$ cat src/rtl/int_wb_pkg.sv
// Shared constants, write-back request type and hazard helper for the
// integer register-file write-back scheduler.
package int_wb_pkg;

    localparam int XLEN  = 32;
    localparam int NREGS = 32;
    localparam int AW    = $clog2(NREGS);

    typedef struct packed {
        logic            valid;
        logic [AW-1:0]   rd;
        logic [XLEN-1:0] data;
    } wb_req_t;

    // x0 is hard-wired, so it can never be the subject of a hazard.
    function automatic logic reg_hazard(input logic [NREGS-1:0] sb,
                                        input logic [AW-1:0]    idx,
                                        input logic             used);
        return used && (idx != '0) && sb[idx];
    endfunction

endpackage

$ cat src/rtl/int_scoreboard.sv
// Pending-APU-write bitmap with set/clear ports and a three-index hazard lookup.
// The lookup reads only the registered bitmap.
module int_scoreboard
    import int_wb_pkg::*;
(
    input  logic             clock,
    input  logic             reset,
    input  logic             set_en,
    input  logic [AW-1:0]    set_idx,
    input  logic             clr_en,
    input  logic [AW-1:0]    clr_idx,
    input  logic [AW-1:0]    rs1,
    input  logic             rs1_used,
    input  logic [AW-1:0]    rs2,
    input  logic             rs2_used,
    input  logic [AW-1:0]    rd,
    input  logic             rd_used,
    output logic             hazard,
    output logic [NREGS-1:0] busy_mask
);

    logic [NREGS-1:0] sb_q, sb_d;

    always_comb begin
        sb_d = sb_q;
        if (clr_en) begin
            sb_d[clr_idx] = 1'b0;
        end
        if (set_en && (set_idx != '0)) begin
            sb_d[set_idx] = 1'b1;
        end
    end

    always_ff @(posedge clock) begin
        if (reset) begin
            sb_q <= '0;
        end else begin
            sb_q <= sb_d;
        end
    end

    assign hazard = reg_hazard(sb_q, rs1, rs1_used)
                  | reg_hazard(sb_q, rs2, rs2_used)
                  | reg_hazard(sb_q, rd,  rd_used);

    assign busy_mask = sb_q;

endmodule

$ cat src/rtl/int_wb_scheduler.sv
// Shares the integer register-file write port between the ALU and the APU,
// with a one-entry skid buffer and an APU destination scoreboard.
// Defining INT_WB_PERF_EN adds the stall_count output.
module int_wb_scheduler
    import int_wb_pkg::*;
(
    input  logic             clock,
    input  logic             reset,
    input  logic             issue_valid,
    input  logic [AW-1:0]    issue_rs1,
    input  logic [AW-1:0]    issue_rs2,
    input  logic             issue_rs1_used,
    input  logic             issue_rs2_used,
    input  logic [AW-1:0]    issue_rd,
    input  logic             issue_wr,
    input  logic             issue_apu,
    output logic             issue_ready,
    input  logic             alu_wb_valid,
    input  logic [AW-1:0]    alu_wb_rd,
    input  logic [XLEN-1:0]  alu_wb_data,
    input  logic             apu_result_valid,
    input  logic [AW-1:0]    apu_result_rd,
    input  logic [XLEN-1:0]  apu_result_data,
    output logic             apu_result_ready,
    output logic             rf_we,
    output logic [AW-1:0]    rf_waddr,
    output logic [XLEN-1:0]  rf_wdata,
`ifdef INT_WB_PERF_EN
    output logic [NREGS-1:0] busy_mask,
    output logic [31:0]      stall_count
`else
    output logic [NREGS-1:0] busy_mask
`endif
);

    // Handshakes: a transfer happens on a cycle where valid & ready are both
    // high; valid never depends on ready, and ready is combinational here.
    logic          hazard;
    logic          issue_fire;
    logic          apu_fire;
    logic          sb_set;
    logic          clr_en;
    logic [AW-1:0] clr_idx;
    wb_req_t       buf_q, buf_d;
    wb_req_t       wr;

    assign issue_ready      = !reset && !hazard;
    assign apu_result_ready = !reset && !buf_q.valid;
    assign issue_fire       = issue_valid && issue_ready;
    assign apu_fire         = apu_result_valid && apu_result_ready;
    assign sb_set           = issue_fire && issue_apu && issue_wr;

    // Port priority: ALU, then skid buffer, then direct APU result.
    always_comb begin
        buf_d   = buf_q;
        wr      = '0;
        clr_en  = 1'b0;
        clr_idx = '0;
        if (alu_wb_valid) begin
            wr.valid = (alu_wb_rd != '0);
            wr.rd    = alu_wb_rd;
            wr.data  = alu_wb_data;
            if (apu_fire && (apu_result_rd != '0)) begin
                buf_d.valid = 1'b1;
                buf_d.rd    = apu_result_rd;
                buf_d.data  = apu_result_data;
            end
        end else if (buf_q.valid) begin
            wr      = buf_q;
            buf_d   = '0;
            clr_en  = 1'b1;
            clr_idx = buf_q.rd;
        end else if (apu_fire) begin
            wr.valid = (apu_result_rd != '0);
            wr.rd    = apu_result_rd;
            wr.data  = apu_result_data;
            clr_en   = 1'b1;
            clr_idx  = apu_result_rd;
        end
        if (reset) begin
            wr     = '0;
            clr_en = 1'b0;
        end
    end

    always_ff @(posedge clock) begin
        if (reset) begin
            buf_q <= '0;
        end else begin
            buf_q <= buf_d;
        end
    end

    assign rf_we    = wr.valid;
    assign rf_waddr = wr.rd;
    assign rf_wdata = wr.data;

    int_scoreboard u_scoreboard (
        .clock     (clock),
        .reset     (reset),
        .set_en    (sb_set),
        .set_idx   (issue_rd),
        .clr_en    (clr_en),
        .clr_idx   (clr_idx),
        .rs1       (issue_rs1),
        .rs1_used  (issue_rs1_used),
        .rs2       (issue_rs2),
        .rs2_used  (issue_rs2_used),
        .rd        (issue_rd),
        .rd_used   (issue_wr),
        .hazard    (hazard),
        .busy_mask (busy_mask)
    );

`ifdef INT_WB_PERF_EN
    logic [31:0] stall_cnt_q, stall_cnt_d;

    always_comb begin
        stall_cnt_d = stall_cnt_q;
        if (issue_valid && !issue_ready && (stall_cnt_q != 32'hFFFF_FFFF)) begin
            stall_cnt_d = stall_cnt_q + 32'd1;
        end
    end

    always_ff @(posedge clock) begin
        if (reset) begin
            stall_cnt_q <= '0;
        end else begin
            stall_cnt_q <= stall_cnt_d;
        end
    end

    assign stall_count = stall_cnt_q;
`endif

endmodule
$ cat config.mk
export PLATFORM = sky130hd
export DESIGN_NAME = int_wb_scheduler
export DESIGN_NICKNAME = d
export VERILOG_FILES = /design/src/rtl/int_wb_pkg.sv /design/src/rtl/int_scoreboard.sv /design/src/rtl/int_wb_scheduler.sv
export SDC_FILE = /design/constraint.sdc
export NUM_CORES = 1
export LEC_CHECK = 0
export CAP_MARGIN = 30
export CORE_ASPECT_RATIO = 1.2
export CORE_MARGIN = 4
export CORE_UTILIZATION = 35
export CTS_CLUSTER_SIZE = 8
export DETAILED_ROUTE_END_ITERATION = 7
export GPL_TIMING_DRIVEN = 0
export PLACE_DENSITY = 0.69
export RECOVER_POWER = 50
export SYNTH_ARGS = -nofsm -noshare
export SYNTH_HDL_FRONTEND = slang
export SYNTH_SLANG_ARGS = --single-unit
$ cat constraint.sdc
create_clock -name clock -period 7.11 [get_ports clock]
set_input_delay 2.133 -clock clock [delete_from_list [all_inputs] [get_ports clock]]
set_output_delay 2.133 -clock clock [all_outputs]
set_load 0.01 [all_outputs]
==> impl_metrics.py <==
metrics = {
    "logic_synthesis": {
        "synth_area_leaders": "dfxtp_1, a21oi_1, nand3_1",
        "synth_seq_cells": 70,
        "async_reset_ff_share_pct": 0,
        "synth_fa_ha_area_share_pct": 0,
        "ys_types": 52,
        "syn_area_um2": 4827,
        "ys_seq_area_share_pct": 29.03,
        "synth-simple-area-share_pct": 24.34,
        "ys.flop_type": "dfxtp_1",
        "synth_edf_count": 0,
        "synth_nets": 739,
        "synth_xor_area_share_pct": 0,
        "synthMuxAreaShare_pct": 11.69,
        "yosysTopAreaCell": "dfxtp_1",
        "postSynthAreaPerCell_um2": 7.531,
        "synth_top_area_share_pct": 29.03,
        "synth-compound-area-share_pct": 28.41,
        "synthCells": 641,
        "synth_top_family_by_area": "compound AO/OA/AOI/OAI gates",
        "yosysWarningCount": 0,
    },
    "min_path": {
        "hp-class": "reg -> reg",
    },
    "floorplan": {
        "die_area_um2": 15740,
        "die_width_um": 115.2,
        "ios": 170,
        "die_y_um": 136.6,
        "start_util_pct": 36.15,
        "core_area_um2": 13350,
        "num_rows": 46,
    },
    "route": {
        "first_pass_iters": 5,
        "wirelength_mm": 19.01,
        "drt-initial-drc-count": 467,
        "wl_per_cell_um": 19.16,
        "vias": 5846,
        "via_per_inst": 5.893,
        "ant_nets": 0,
        "post-route-drc-count": 0,
    },
    "sta": {
        "setup_viol": 0,
        "min_period_ns": 6.987,
        "tightest_slew_ns": 1.232,
        "max_freq_mhz": 143.1,
        "setup_tns_ns": 0,
        "fin_crit_sh_pct": 98.26,
        "grt_setup_unrepaired": "false",
        "drv_slew": 0,
        "fin_skew_ns": 0.006215,
        "final-hold-violation-count": 0,
        "slew_headroom_pct": 17.02,
    },
    "outcome": {
        "status": "complete, no violations",
    },
    "clock_network": {
        "cts_tree": "yes",
        "clk_path_buf_depth": 2,
        "h-tree-depth": 3,
        "cts_buffers": 9,
        "cts_sinks": 70,
        "cts_hold_buf": 0,
        "clock_latency_ns": 0.34,
        "clk_pin_slew_ns": 0.05,
        "root_buffer": "clkbuf_16",
    },
    "placement": {
        "gp_congestion": 0.9647,
        "numPortBuffers": 164,
        "hpwl_mm": 14.68,
    },
    "global_route": {
        "grtUsageMet2_pct": 39.96,
        "antenna_found_initial": 1,
        "gr-max-usage-layer": "met2",
        "grt_pass1_wl_mm": 29.28,
        "grt_util_met3_pct": 7.828,
        "gr-total-overflow": 0,
        "grt_max_degree": 12,
        "track_usage_pct": 23.46,
        "grt_pass1_vias": 5839,
        "met1_usage_pct": 26.63,
    },
    "power_and_ir_drop": {
        "finalPower_mw": 1.133,
        "ir_drop_v": 0.0001052,
        "total_leakage_power_nw": 2.483,
        "p_per_area_nw_per_um2": 161.0,
    },
    "critical_path": {
        "start_kind": "input port",
        "cp.arrival_ns": 4.85,
        "path_buf_inv": 4,
        "required_ns": 4.98,
        "reg2regPathDepth": 7,
        "crit_chain": "clkdlybuf4s50_1, mux4_2, inv_1, a221oi_1, o311ai_1, o21ai_2, buf_6, a21oi_1, clkdlybuf4s50_1",
        "crit_slowest_cell": "clkdlybuf4s50_1",
        "endpoint": "issue_ready",
        "path_depth": 9,
        "r2r-start": "buf_q[37]",
        "crit_path_start": "issue_rs2[1]",
        "cp_max_fo": 10,
        "path_delay_family": "buffers and inverters",
        "max_stage_delay_ns": 0.68,
        "worst_path_most_repeated_cell": "clkdlybuf4s50_1",
        "rr_endpoint": "u_scoreboard.busy_mask[19]",
        "path_class": "in -> out",
        "critPathCaptureType": "output port",
        "r2r_slack_ns": 4.36,
    },
    "finish": {
        "final_common_cell": "clkdlybuf4s50_1",
        "drive_above_1_share_pct": 5.225,
        "nNetsFinal": 916,
        "area_growth_pct": 45.75,
        "final_cell_mix": "clkdlybuf4s50_1, a21oi_1, nor2_1, nand3_1, dfxtp_1",
    },
    "job": {
        "maxCapViolCount": 0,
    },
}
[Yosys cell counts (2+ instances only)]
cell type,number
o22ai_1,3
mux2_2,2
or3_1,3
nand2b_1,9
clkbuf_1,46
buf_1,11
nor2_1,80
inv_1,6
nand2_1,59
nand4_1,2
mux4_2,7
a22oi_1,34
o211a_1,3
o32ai_1,2
nor3_1,8
nor3b_1,3
and2_1,2
nor2b_1,6
a21oi_1,80
nand3_1,72
o21ai_0,5
o31ai_1,31
mux4_1,7
o211ai_1,33
dfxtp_1,70
buf_6,4
nor4_1,2
nand3b_1,6
buf_2,3
mux2i_1,20
[through the flow]
| step | utilization, % | worst slack [ns] | hold slack (ns) | instance area [µm²] | instances |
|---|---|---|---|---|---|
| 2_1_floorplan | - | 0.9719 | 0.4479 | 4827 | 641 |
| 3_3_place_gp | 50.02 | -0.08418 | 0.4544 | 6679 | 973 |
| 3_5_place_dp | 50.02 | -0.1644 | 0.4615 | 6679 | 973 |
| 4_1_cts | 52.52 | 0.03849 | 0.4689 | 7013 | 989 |
| 5_1_grt | 52.69 | 0.002185 | 0.4837 | 7036 | 992 |
| 6_report | 52.69 | 0.1234 | 0.4684 | 7036 | 992 |
[cell families (layout without fill, tap and decap cells)]
kind of cell           Yosys count  in the layout
AND/OR/NAND/NOR                256            256
AO/OA/AOI/OAI                  207            207
buffers and inverters           72            254
flip-flops                      70             70
multiplexers                    36             36
other                            0              1
[how the worst min path moves through the flow]
stage / start / endpoint / slack, ns / cells past startpoint
floorplan: buf_q[34] / buf_q[34] / 0.45 / 2
global placement: buf_q[5] / buf_q[5] / 0.45 / 2
detailed placement: buf_q[34] / buf_q[34] / 0.46 / 2
CTS: buf_q[34] / buf_q[34] / 0.47 / 2
global route: buf_q[3] / buf_q[3] / 0.48 / 2
finish: buf_q[34] / buf_q[34] / 0.47 / 2
[sequential cells by signal, indices dropped and copies added, names as in the netlist]
| signal | count |
|---|---|
| buf_q | 38 |
| u_scoreboard.busy_mask | 32 |
[worst min-delay path: stages, from the launching register on]
cell and delay [ns]:
dfxtp_1 0.31, nand3_1 0.06, a21oi_1 0.06
[layout make-up]
cell class / instances / area (µm²)
diodes: 1 / 2.502
inverters: 7 / 26.28
well taps: 168 / 210.2
clock inverters: 4 / 95.09
flip-flops and latches: 70 / 1401
fillers: 1271 / 6317
clock buffers: 12 / 236.5
repair buffers: 166 / 1657
plain buffers: 65 / 296.5
multi-input cells: 499 / 3110
[per-layer routing]
metal  up-vias  wire, µm
met5         -         0
met4         0       500
met3        37      2111
met2       362      9069
met1      2716      7331
li1       2731         -
[power breakdown]
| part | internal [mW] | leakage (nW) | switching [mW] |
|---|---|---|---|
| Clock | 0.342 | 0.161 | 0.164 |
| Sequential | 0.400 | 0.566 | 0.00447 |
| Combinational | 0.107 | 1.76 | 0.115 |
[what timing repair did]
action / CTS / global route
gates resized for setup: 2 / 7
setup buffers: 0 / 2
endpoints found under the hold margin: 0 / 0
pin swaps: 0 / 1
setup endpoints to repair: 1 / 11
No activity file was read; power rests on OpenSTA's default activity.
